<file path="config.mk">
export PLATFORM = sky130hd
export DESIGN_NAME = otter_branch_predictor_flat
export DESIGN_NICKNAME = d
export VERILOG_FILES = /design/src/rtl/otter_branch_predictor_pkg.sv /design/src/rtl/otter_branch_predictor_if.sv /design/src/rtl/otter_branch_predictor_sat_counter.sv /design/src/rtl/otter_branch_predictor.sv /design/src/flat_wrapper.sv
export SDC_FILE = /design/constraint.sdc
export NUM_CORES = 2
export LEC_CHECK = 0
export BUFFER_PORTS_ARGS = -buffer_cell sky130_fd_sc_hd__buf_2
export CELL_PAD_IN_SITES_DETAIL_PLACEMENT = 1
export CELL_PAD_IN_SITES_GLOBAL_PLACEMENT = 1
export CORE_MARGIN = 1.5
export CORE_UTILIZATION = 45
export CTS_BUF_LIST = sky130_fd_sc_hd__clkbuf_8
export DETAILED_ROUTE_END_ITERATION = 10
export GPL_TIMING_DRIVEN = 0
export PLACE_DENSITY = 0.76
export SKIP_LAST_GASP = 1
export SLEW_MARGIN = 10
export SYNTH_ARGS = -nofsm -noshare
export SYNTH_HDL_FRONTEND = slang
export SYNTH_SLANG_ARGS = --single-unit
</file>
<file path="constraint.sdc">
create_clock -name CLK -period 4.27 [get_ports CLK]
set_input_delay 0.6405 -clock CLK [delete_from_list [all_inputs] [get_ports CLK]]
set_output_delay 0.6405 -clock CLK [all_outputs]
set_load 0.01 [all_outputs]
</file>
<file path="src/rtl/otter_branch_predictor_pkg.sv">
// Shared types and constants for the OTTER branch target buffer.
// Optional feature macro used by the top: BP_GSHARE_EN (gshare-indexed lookup).
package otter_bp_pkg;

  // Tag storage is sized for the widest tag any legal configuration can use.
  // Narrower tags are stored zero-extended.
  localparam int BP_FIELD_W = 30;

  localparam logic [1:0] CTR_RESET = 2'b01;
  localparam logic [1:0] CTR_ALLOC = 2'b10;
  localparam logic [1:0] CTR_JUMP  = 2'b11;

  typedef enum logic {
    BP_BRANCH = 1'b0,
    BP_JAL    = 1'b1
  } bp_kind_t;

  typedef struct packed {
    logic                  valid;
    logic [BP_FIELD_W-1:0] tag;
    logic [29:0]           target;
    logic [1:0]            ctr;
    logic                  is_jump;
  } bp_entry_t;

  // Contents of an entry after reset: invalid, weakly not-taken.
  function automatic bp_entry_t bp_entry_reset();
    bp_entry_t e;
    e.valid   = 1'b0;
    e.tag     = {BP_FIELD_W{1'b0}};
    e.target  = 30'd0;
    e.ctr     = CTR_RESET;
    e.is_jump = 1'b0;
    return e;
  endfunction

  // Sequential fall-through address.
  function automatic logic [31:0] bp_pc_plus4(input logic [31:0] pc);
    return pc + 32'd4;
  endfunction

endpackage

</file>
<file path="src/rtl/otter_branch_predictor_if.sv">
// Fetch/execute-facing bus of the branch predictor.
// master = core side (drives lookups and resolutions), slave = predictor.
interface otter_branch_predictor_if #(
  parameter int IDX_W = 4
);

  logic             F_VALID;
  logic [31:0]      F_PC;
  logic             PRED_TAKEN;
  logic [31:0]      PRED_TARGET;
  logic [IDX_W-1:0] PRED_IDX;

  logic             U_VALID;
  logic             U_KIND;
  logic [31:0]      U_PC;
  logic [IDX_W-1:0] U_IDX;
  logic             U_TAKEN;
  logic [31:0]      U_TARGET;
  logic             U_PRED_TAKEN;
  logic [31:0]      U_PRED_TARGET;
  logic             MISPREDICT;
  logic [31:0]      REDIRECT_PC;

  logic             FLUSH_ALL;
  logic [31:0]      PERF_LOOKUPS;
  logic [31:0]      PERF_MISPRED;

  modport master (
    output F_VALID, F_PC,
    output U_VALID, U_KIND, U_PC, U_IDX, U_TAKEN, U_TARGET, U_PRED_TAKEN, U_PRED_TARGET,
    output FLUSH_ALL,
    input  PRED_TAKEN, PRED_TARGET, PRED_IDX,
    input  MISPREDICT, REDIRECT_PC,
    input  PERF_LOOKUPS, PERF_MISPRED
  );

  modport slave (
    input  F_VALID, F_PC,
    input  U_VALID, U_KIND, U_PC, U_IDX, U_TAKEN, U_TARGET, U_PRED_TAKEN, U_PRED_TARGET,
    input  FLUSH_ALL,
    output PRED_TAKEN, PRED_TARGET, PRED_IDX,
    output MISPREDICT, REDIRECT_PC,
    output PERF_LOOKUPS, PERF_MISPRED
  );

endinterface

</file>
<file path="src/rtl/otter_branch_predictor_sat_counter.sv">
// 2-bit saturating direction counter, next-state function only.
module bp_sat_counter (
  input  logic [1:0] ctr_i,
  input  logic       taken_i,
  output logic [1:0] ctr_o
);

  // Count up on taken, down on not-taken, holding at 00 and 11.
  always_comb begin
    ctr_o = ctr_i;
    case (ctr_i)
      2'b00:   ctr_o = taken_i ? 2'b01 : 2'b00;
      2'b01:   ctr_o = taken_i ? 2'b10 : 2'b00;
      2'b10:   ctr_o = taken_i ? 2'b11 : 2'b01;
      2'b11:   ctr_o = taken_i ? 2'b11 : 2'b10;
      default: ctr_o = ctr_i;
    endcase
  end

endmodule

</file>
<file path="src/rtl/otter_branch_predictor.sv">
// Branch target buffer with 2-bit direction counters for the OTTER pipeline.
// Lookup and mispredict detection are combinational; the table, history and
// perf counters update on the clock edge.
// Optional feature: define BP_GSHARE_EN to XOR a global branch history into
// the fetch-side index.
module otter_branch_predictor
  import otter_bp_pkg::*;
#(
  parameter int ENTRIES = 16,
  parameter int TAG_W   = 10
) (
  input  logic                    CLK,
  input  logic                    RESET_N,
  otter_branch_predictor_if.slave bp
);

  localparam int IDX_W = $clog2(ENTRIES);

  bp_entry_t table_q [ENTRIES];
  bp_entry_t table_d [ENTRIES];

  logic [31:0] perf_lookups_q, perf_lookups_d;
  logic [31:0] perf_mispred_q, perf_mispred_d;

  logic [IDX_W-1:0]      f_idx_s;
  logic [BP_FIELD_W-1:0] f_tag_s;
  bp_entry_t             f_entry_s;
  logic                  f_hit_s;
  logic                  pred_taken_s;

  bp_kind_t              u_kind_s;
  logic [BP_FIELD_W-1:0] u_tag_s;
  bp_entry_t             u_entry_s;
  logic                  u_hit_s;
  logic [1:0]            u_ctr_next_s;
  bp_entry_t             wr_entry_s;
  logic                  wr_en_s;
  logic                  mispredict_s;

`ifdef BP_GSHARE_EN
  logic [IDX_W-1:0] ghr_q, ghr_d;

  // Global history: shift in the resolved direction on every accepted BRANCH update.
  always_comb begin
    ghr_d = ghr_q;
    if (bp.FLUSH_ALL) begin
      ghr_d = {IDX_W{1'b0}};
    end else if (bp.U_VALID && (u_kind_s == BP_BRANCH)) begin
      ghr_d = {ghr_q[IDX_W-2:0], bp.U_TAKEN};
    end else begin
      ghr_d = ghr_q;
    end
  end

  // History register with synchronous reset.
  always_ff @(posedge CLK) begin
    if (!RESET_N) begin
      ghr_q <= {IDX_W{1'b0}};
    end else begin
      ghr_q <= ghr_d;
    end
  end

  assign f_idx_s = bp.F_PC[IDX_W+1:2] ^ ghr_q;
`else
  assign f_idx_s = bp.F_PC[IDX_W+1:2];
`endif

  // Fetch-side lookup on the registered table; a same-cycle update is not visible.
  always_comb begin
    f_tag_s      = BP_FIELD_W'(bp.F_PC[IDX_W+2 +: TAG_W]);
    f_entry_s    = table_q[f_idx_s];
    f_hit_s      = f_entry_s.valid && (f_entry_s.tag == f_tag_s);
    pred_taken_s = bp.F_VALID && f_hit_s && (f_entry_s.is_jump || f_entry_s.ctr[1]);
  end

  assign bp.PRED_TAKEN  = pred_taken_s;
  assign bp.PRED_TARGET = pred_taken_s ? {f_entry_s.target, 2'b00} : bp_pc_plus4(bp.F_PC);
  assign bp.PRED_IDX    = f_idx_s;

  // Resolution check: wrong direction, or taken to a different target than predicted.
  always_comb begin
    mispredict_s = bp.U_VALID &&
                   ((bp.U_PRED_TAKEN != bp.U_TAKEN) ||
                    (bp.U_TAKEN && (bp.U_PRED_TARGET != bp.U_TARGET)));
  end

  assign bp.MISPREDICT  = mispredict_s;
  assign bp.REDIRECT_PC = bp.U_TAKEN ? bp.U_TARGET : bp_pc_plus4(bp.U_PC);

  assign u_kind_s  = bp_kind_t'(bp.U_KIND);
  assign u_tag_s   = BP_FIELD_W'(bp.U_PC[IDX_W+2 +: TAG_W]);
  assign u_entry_s = table_q[bp.U_IDX];
  assign u_hit_s   = u_entry_s.valid && (u_entry_s.tag == u_tag_s);

  bp_sat_counter u_sat_counter (
    .ctr_i   (u_entry_s.ctr),
    .taken_i (bp.U_TAKEN),
    .ctr_o   (u_ctr_next_s)
  );

  // Build the entry to write back at U_IDX and decide whether it is written.
  always_comb begin
    wr_entry_s = u_entry_s;
    wr_en_s    = 1'b0;
    if (bp.U_VALID) begin
      case (u_kind_s)
        BP_JAL: begin
          wr_entry_s.valid   = 1'b1;
          wr_entry_s.tag     = u_tag_s;
          wr_entry_s.target  = bp.U_TARGET[31:2];
          wr_entry_s.ctr     = CTR_JUMP;
          wr_entry_s.is_jump = 1'b1;
          wr_en_s            = 1'b1;
        end
        BP_BRANCH: begin
          if (u_hit_s) begin
            wr_entry_s.ctr = u_ctr_next_s;
            if (bp.U_TAKEN) begin
              wr_entry_s.target = bp.U_TARGET[31:2];
            end else begin
              wr_entry_s.target = u_entry_s.target;
            end
            wr_en_s = 1'b1;
          end else if (bp.U_TAKEN) begin
            wr_entry_s.valid   = 1'b1;
            wr_entry_s.tag     = u_tag_s;
            wr_entry_s.target  = bp.U_TARGET[31:2];
            wr_entry_s.ctr     = CTR_ALLOC;
            wr_entry_s.is_jump = 1'b0;
            wr_en_s            = 1'b1;
          end else begin
            wr_en_s = 1'b0;
          end
        end
        default: begin
          wr_en_s = 1'b0;
        end
      endcase
    end else begin
      wr_en_s = 1'b0;
    end
  end

  // Next table: a flush clears every valid bit and drops any same-cycle update.
  always_comb begin
    for (int i = 0; i < ENTRIES; i++) begin
      table_d[i] = table_q[i];
    end
    if (bp.FLUSH_ALL) begin
      for (int i = 0; i < ENTRIES; i++) begin
        table_d[i].valid = 1'b0;
      end
    end else if (wr_en_s) begin
      table_d[bp.U_IDX] = wr_entry_s;
    end else begin
      table_d[bp.U_IDX] = table_q[bp.U_IDX];
    end
  end

  // Table storage; reset discards whatever update is presented in that cycle.
  always_ff @(posedge CLK) begin
    if (!RESET_N) begin
      for (int i = 0; i < ENTRIES; i++) begin
        table_q[i] <= bp_entry_reset();
      end
    end else begin
      for (int i = 0; i < ENTRIES; i++) begin
        table_q[i] <= table_d[i];
      end
    end
  end

  // Free-running perf counters; they wrap naturally at 2^32.
  always_comb begin
    perf_lookups_d = perf_lookups_q + {31'd0, bp.F_VALID};
    perf_mispred_d = perf_mispred_q + {31'd0, mispredict_s};
  end

  // Perf counter registers with synchronous reset.
  always_ff @(posedge CLK) begin
    if (!RESET_N) begin
      perf_lookups_q <= 32'd0;
      perf_mispred_q <= 32'd0;
    end else begin
      perf_lookups_q <= perf_lookups_d;
      perf_mispred_q <= perf_mispred_d;
    end
  end

  assign bp.PERF_LOOKUPS = perf_lookups_q;
  assign bp.PERF_MISPRED = perf_mispred_q;

endmodule

</file>
<file path="src/flat_wrapper.sv">
// flat-port wrapper written by rule: the top's interface ports become plain ports
module otter_branch_predictor_flat import otter_bp_pkg::*;
#(
  parameter int ENTRIES = 16,
  parameter int TAG_W   = 10
)
  (CLK, RESET_N, bp_F_VALID, bp_F_PC, bp_U_VALID, bp_U_KIND, bp_U_PC, bp_U_IDX, bp_U_TAKEN, bp_U_TARGET, bp_U_PRED_TAKEN, bp_U_PRED_TARGET, bp_FLUSH_ALL, bp_PRED_TAKEN, bp_PRED_TARGET, bp_PRED_IDX, bp_MISPREDICT, bp_REDIRECT_PC, bp_PERF_LOOKUPS, bp_PERF_MISPRED);
  otter_branch_predictor_if bp_i ();
  input  logic CLK;
  input  logic RESET_N;
  input wire logic [$bits(bp_i.F_VALID)-1:0] bp_F_VALID;
  input wire logic [$bits(bp_i.F_PC)-1:0] bp_F_PC;
  input wire logic [$bits(bp_i.U_VALID)-1:0] bp_U_VALID;
  input wire logic [$bits(bp_i.U_KIND)-1:0] bp_U_KIND;
  input wire logic [$bits(bp_i.U_PC)-1:0] bp_U_PC;
  input wire logic [$bits(bp_i.U_IDX)-1:0] bp_U_IDX;
  input wire logic [$bits(bp_i.U_TAKEN)-1:0] bp_U_TAKEN;
  input wire logic [$bits(bp_i.U_TARGET)-1:0] bp_U_TARGET;
  input wire logic [$bits(bp_i.U_PRED_TAKEN)-1:0] bp_U_PRED_TAKEN;
  input wire logic [$bits(bp_i.U_PRED_TARGET)-1:0] bp_U_PRED_TARGET;
  input wire logic [$bits(bp_i.FLUSH_ALL)-1:0] bp_FLUSH_ALL;
  output wire logic [$bits(bp_i.PRED_TAKEN)-1:0] bp_PRED_TAKEN;
  output wire logic [$bits(bp_i.PRED_TARGET)-1:0] bp_PRED_TARGET;
  output wire logic [$bits(bp_i.PRED_IDX)-1:0] bp_PRED_IDX;
  output wire logic [$bits(bp_i.MISPREDICT)-1:0] bp_MISPREDICT;
  output wire logic [$bits(bp_i.REDIRECT_PC)-1:0] bp_REDIRECT_PC;
  output wire logic [$bits(bp_i.PERF_LOOKUPS)-1:0] bp_PERF_LOOKUPS;
  output wire logic [$bits(bp_i.PERF_MISPRED)-1:0] bp_PERF_MISPRED;
  assign bp_i.F_VALID = bp_F_VALID;
  assign bp_i.F_PC = bp_F_PC;
  assign bp_i.U_VALID = bp_U_VALID;
  assign bp_i.U_KIND = bp_U_KIND;
  assign bp_i.U_PC = bp_U_PC;
  assign bp_i.U_IDX = bp_U_IDX;
  assign bp_i.U_TAKEN = bp_U_TAKEN;
  assign bp_i.U_TARGET = bp_U_TARGET;
  assign bp_i.U_PRED_TAKEN = bp_U_PRED_TAKEN;
  assign bp_i.U_PRED_TARGET = bp_U_PRED_TARGET;
  assign bp_i.FLUSH_ALL = bp_FLUSH_ALL;
  assign bp_PRED_TAKEN = bp_i.PRED_TAKEN;
  assign bp_PRED_TARGET = bp_i.PRED_TARGET;
  assign bp_PRED_IDX = bp_i.PRED_IDX;
  assign bp_MISPREDICT = bp_i.MISPREDICT;
  assign bp_REDIRECT_PC = bp_i.REDIRECT_PC;
  assign bp_PERF_LOOKUPS = bp_i.PERF_LOOKUPS;
  assign bp_PERF_MISPRED = bp_i.PERF_MISPRED;
  otter_branch_predictor #(.ENTRIES(ENTRIES), .TAG_W(TAG_W)) u_core (.CLK(CLK), .RESET_N(RESET_N), .bp(bp_i));
endmodule
</file>
==> impl_table.tex <==
\begin{tabular}{lr}
\hline
Metric & Value \\
\hline
\multicolumn{2}{l}{\textbf{Status}} \\
\quad Outcome & finished, violations left \\
\quad Failing checks & setup timing \\
\multicolumn{2}{l}{\textbf{Final layout}} \\
\quad Final nets & between 6000 and 7000 \\
\quad Final design instance area without fill & 64900 um2 \\
\quad Share of layout cells above drive strength 1 & 0.236 \\
\quad Final core area utilization & 0.532 \\
\quad Area growth, synth to finish & 17.4\% \\
\multicolumn{2}{l}{\textbf{Routing}} \\
\quad Number of remaining DRC errors & 0 \\
\quad Met2 wire len & 123000 um \\
\quad Routed metal-1 wire length & 101000 um \\
\quad Number of routed nets with antenna violations & 0 \\
\quad Iteration-0 DRC count of the detailed router & roughly 7800 \\
\quad Routed WL & 289000 um \\
\quad Number of iterations in the first detailed-routing pass & 7 \\
\quad Met3 layer wire length in the routed design & 41800 um \\
\quad Vias & 56800 \\
\quad Ratio of routed vias to standard cells & between 7 and 8 \\
\quad Routed wire per std cell & 36.3 um \\
\quad Max Used Layer & met5 \\
\multicolumn{2}{l}{\textbf{Synth}} \\
\quad Post-synth top flop & sky130\_fd\_sc\_hd\_\_dfxtp\_1 \\
\quad Fraction of registers with async set or reset after synthesis & 0 \\
\quad Area of the mapped netlist & roughly 55000 um2 \\
\quad Proportion of synthesized chip area in sequential cells & 0.394 \\
\quad Avg Synthesized Cell Area & 9.75 um2 \\
\quad Count of state elements after synthesis & approximately 1100 \\
\quad Number of enable flip-flop cells after synthesis & 0 \\
\quad Synthesis warning total & 0 \\
\quad Cell count after synthesis & 5672 \\
\quad Net count after synthesis & 5818 \\
\quad Post-synth cell types & 67 \\
\multicolumn{2}{l}{\textbf{Floorplan}} \\
\quad Number of placed I/O pins & 274 \\
\quad Core area & 122000 um2 \\
\quad Die Ht & between 300 and 400 um \\
\quad Total die area & about 120000 um2 \\
\quad Number of cell rows & 128 \\
\quad Effective utilization at floorplan & 0.454 \\
\quad Die outline width & 354 um \\
\multicolumn{2}{l}{\textbf{CTS}} \\
\quad Clock tree from TritonCTS & yes \\
\quad TritonCTS sink count & 1088 \\
\quad Clk Tree Root Cell & sky130\_fd\_sc\_hd\_\_clkbuf\_8 \\
\quad CTS max path bufs & 3 \\
\quad Total clock buffers created by CTS & 188 \\
\quad CTS hold repair buffers & 0 \\
\quad Maximum level of the CTS H-tree & 4 \\
\quad Clk pin slew, worst setup/hold paths & 60 ps \\
\quad Clk\_lat worst skew & 1000 ps \\
\multicolumn{2}{l}{\textbf{Worst hold path}} \\
\quad Number of instances on the worst hold path & 3 \\
\quad Tightest Hold Check Type & in -> reg \\
\quad Min-delay src & bp\_U\_TARGET[29] \\
\quad Hold worst-path end & u\_core.table\_q[12][30] \\
\multicolumn{2}{l}{\textbf{Timing}} \\
\quad Final Max Slew Viols & 0 \\
\quad Worst slack on hold paths & roughly 200 ps \\
\quad Max-slew headroom & 0.0507 \\
\quad Final cycle utilization of the critical path & 1.22 \\
\quad Highest Clock Rate & 0.191 GHz \\
\quad Minimum clock period after layout & 5230 ps \\
\quad Measured slew at the worst slew-check pin & 1420 ps \\
\quad Setup-violating endpoint count in the final report & between 100 and 150 \\
\quad RSZ-0062 raised after global routing & yes \\
\quad Hold violation count in the final report & 0 \\
\quad Crit path setup slack, layout & -959 ps \\
\quad Fin Clk Skew & slightly above 70 ps \\
\multicolumn{2}{l}{\textbf{Setup path}} \\
\quad Slowest cell on the critical path & sky130\_fd\_sc\_hd\_\_mux4\_2 \\
\quad Crit. End Element & output port \\
\quad WS Path Type & in -> out \\
\quad CP delay by family, top & buffers and inverters \\
\quad Reg-to-reg setup timing slack & approximately 10 ps \\
\quad R2R depth & 13 \\
\quad Critical path arrival & 4590 ps \\
\quad Cells along the critical path & buf\_2 > clkbuf\_4 > clkbuf\_4 > clkbuf\_4 > buf\_2 > clkbuf\_2 > mux4\_2 > mux4\_2 > mux2\_2 > buf\_2 \\
\quad Endpoint required time on the critical path & 3630 ps \\
\quad Critical path startpoint & bp\_F\_PC[3] \\
\quad Maximum fanout along the worst path & 10 \\
\quad Highest cell delay on the worst timing path & around 550 ps \\
\quad Buffer and inverter count on the worst path & 7 \\
\quad Endpoint of the worst register-to-register path & u\_core.table\_q[13][47] \\
\quad Category of the worst setup path launch point & input port \\
\quad Worst flop-to-flop path startpoint & u\_core.table\_q[15][61] \\
\multicolumn{2}{l}{\textbf{Power}} \\
\quad Leakage power figure & 22.0 nW \\
\quad Power density relative to cell area & 364 nW/um2 \\
\quad Worst ir drop on vdd & 0.370 mV \\
\quad Total power after layout & 23.6 mW \\
\multicolumn{2}{l}{\textbf{Global route}} \\
\quad Total track usage & 0.450 \\
\quad Via count of the first global-routing pass & 56000 \\
\quad Largest net degree at the start of global routing & 17 \\
\quad Total overflow reported by the global router & 0 \\
\quad First-pass GRT wire length & 406000 um \\
\quad Antenna violations before repair & 12 \\
\multicolumn{2}{l}{\textbf{Placed design}} \\
\quad Area post-placement & 59000 um2 \\
\quad PortBufs & 260 \\
\quad Final HPWL from detailed placement & 209000 um \\
\quad Placer Congestion & 1.02 \\
\multicolumn{2}{l}{\textbf{Job}} \\
\quad Count of maximum capacitance violations & 0 \\
\hline
\end{tabular}
## layer usage
layer,track usage,vias to the layer above
li1,-,22300
met1,0.543,28500
met2,0.659,4613
met3,0.181,1318
met4,0.305,14
met5,0.00189,-
## final cells by class
class / count / area, um2
Antenna cell: 12 / 30.0
Buffer: 636 / 3330
Clock buffer: 243 / 3340
Clock inverter: 93 / 632
Fill cell: 13700 / 57000
Inverter: 15 / 56.3
Multi-Input combinational cell: 3932 / 31700
Sequential cell: 1088 / 21800
Tap cell: 1625 / 2030
Timing Repair Buffer: 323 / 1990
## layout by cell type (no fill, tap or decap), drive strengths merged, types with 22 or more instances in the layout
cell    instances
nor2         1216
dfxtp        1088
clkbuf        709
a211oi        501
buf           487
mux4          470
a22oi         314
o21ai         186
a21oi         153
nand2         134
nor3          121
nand3         115
xor2           90
mux2i          83
inv            70
xnor2          68
nand4          65
nor4           62
a22o           39
mux2           36
o311ai         34
a311oi         33
clkinv         26
a31oi          23
and3           22
## synth_stat cells (10+ instances only)
library cell               count  share of area
sky130_fd_sc_hd__a211oi_1    491          0.067
sky130_fd_sc_hd__nor2_1     1216          0.083
sky130_fd_sc_hd__buf_2        74         0.0067
sky130_fd_sc_hd__buf_1        53         0.0036
sky130_fd_sc_hd__nor3_1      120          0.011
sky130_fd_sc_hd__a211oi_2     10         0.0023
sky130_fd_sc_hd__nand3_1     115          0.010
sky130_fd_sc_hd__inv_1        11        0.00075
sky130_fd_sc_hd__a22oi_1     314          0.043
sky130_fd_sc_hd__xor2_1       90          0.014
sky130_fd_sc_hd__o311ai_0     34         0.0054
sky130_fd_sc_hd__mux4_2      470           0.19
sky130_fd_sc_hd__or3_1        13         0.0015
sky130_fd_sc_hd__and2_1       19         0.0021
sky130_fd_sc_hd__a311oi_1     33         0.0052
sky130_fd_sc_hd__a21oi_1     153          0.014
sky130_fd_sc_hd__nand4_1      65         0.0074
sky130_fd_sc_hd__o31ai_1      19         0.0026
sky130_fd_sc_hd__nand2_1     134         0.0091
sky130_fd_sc_hd__and3_1       22         0.0025
sky130_fd_sc_hd__buf_4        22         0.0030
sky130_fd_sc_hd__a22o_1       39         0.0062
sky130_fd_sc_hd__nor4_1       62         0.0070
sky130_fd_sc_hd__or4_1        16         0.0022
sky130_fd_sc_hd__clkbuf_1    459          0.031
sky130_fd_sc_hd__xnor2_1      68          0.011
sky130_fd_sc_hd__mux2_2       36         0.0073
sky130_fd_sc_hd__buf_6        29         0.0059
sky130_fd_sc_hd__dfxtp_1    1088           0.39
sky130_fd_sc_hd__and4_1       11         0.0017
sky130_fd_sc_hd__a31oi_1      23         0.0026
sky130_fd_sc_hd__mux2i_1      83          0.015
sky130_fd_sc_hd__o21ai_0     183          0.017
## worst min-delay path, cell delays in order
cell                       delay [ps]
sky130_fd_sc_hd__buf_2            160
sky130_fd_sc_hd__mux2i_4          130
sky130_fd_sc_hd__a211oi_1         200
## cells by family (layout without fill, tap and decap cells)
family,count (synthesis),after routing,share of synthesized area
other,0,12,0
AO/OA/AOI/OAI,1344,1344,0.171
XOR/XNOR,158,158,0.0250
multiplexers,589,589,0.214
buffers and inverters,652,1310,0.0514
AND/OR/NAND/NOR,1834,1834,0.143
flip-flops,1088,1088,0.394
adder cells (fa/ha/maj),7,7,0.00154
## through the flow
stage / instances / setup slack, ps / setup TNS [ps]
2_1_floorplan: 5672 / 0.315 / 0
3_3_place_gp: 7557 / -4040 / -3316270
3_5_place_dp: 7578 / -3370 / -2802950
4_1_cts: 7946 / -812 / -24870
5_1_grt: 7959 / -847 / -24860
6_report: 7967 / -959 / -29540
## where the power goes
part | switching (mW) | leakage (nW) | internal [mW] | total [mW]
logic | 1.98 | 10.9 | 0.893 | 2.87
registers | 0.116 | 8.79 | 10.3 | 10.4
clock network | 4.85 | 2.25 | 5.52 | 10.4
## worst max path at each step
stage / to / slack (ps) / cells past startpoint
floorplan: bp_PRED_TARGET[10] / 0.3 / 10
global placement: u_core.table_q[1][36] / -4040 / 13
detailed placement: u_core.table_q[4][56] / -3370 / 14
CTS: bp_PRED_TARGET[30] / -810 / 11
global route: bp_PRED_TARGET[31] / -850 / 10
finish: bp_PRED_TARGET[31] / -960 / 10
## state kept, by name, indices dropped and copies added (netlist names)
name and cells:
u_core.bp.PERF_LOOKUPS 32, u_core.bp.PERF_MISPRED 32, u_core.table_q 1024
## repair_timing
| action | in CTS | in global routing |
|---|---|---|
| setup endpoints to repair | 1041 | 835 |
| buffers inserted | 31 | 8 |
| cloned | 2 | 1 |
| resized for setup | 325 | 126 |
| pin swaps | 19 | 11 |
Power figures use the tool's default switching activity.
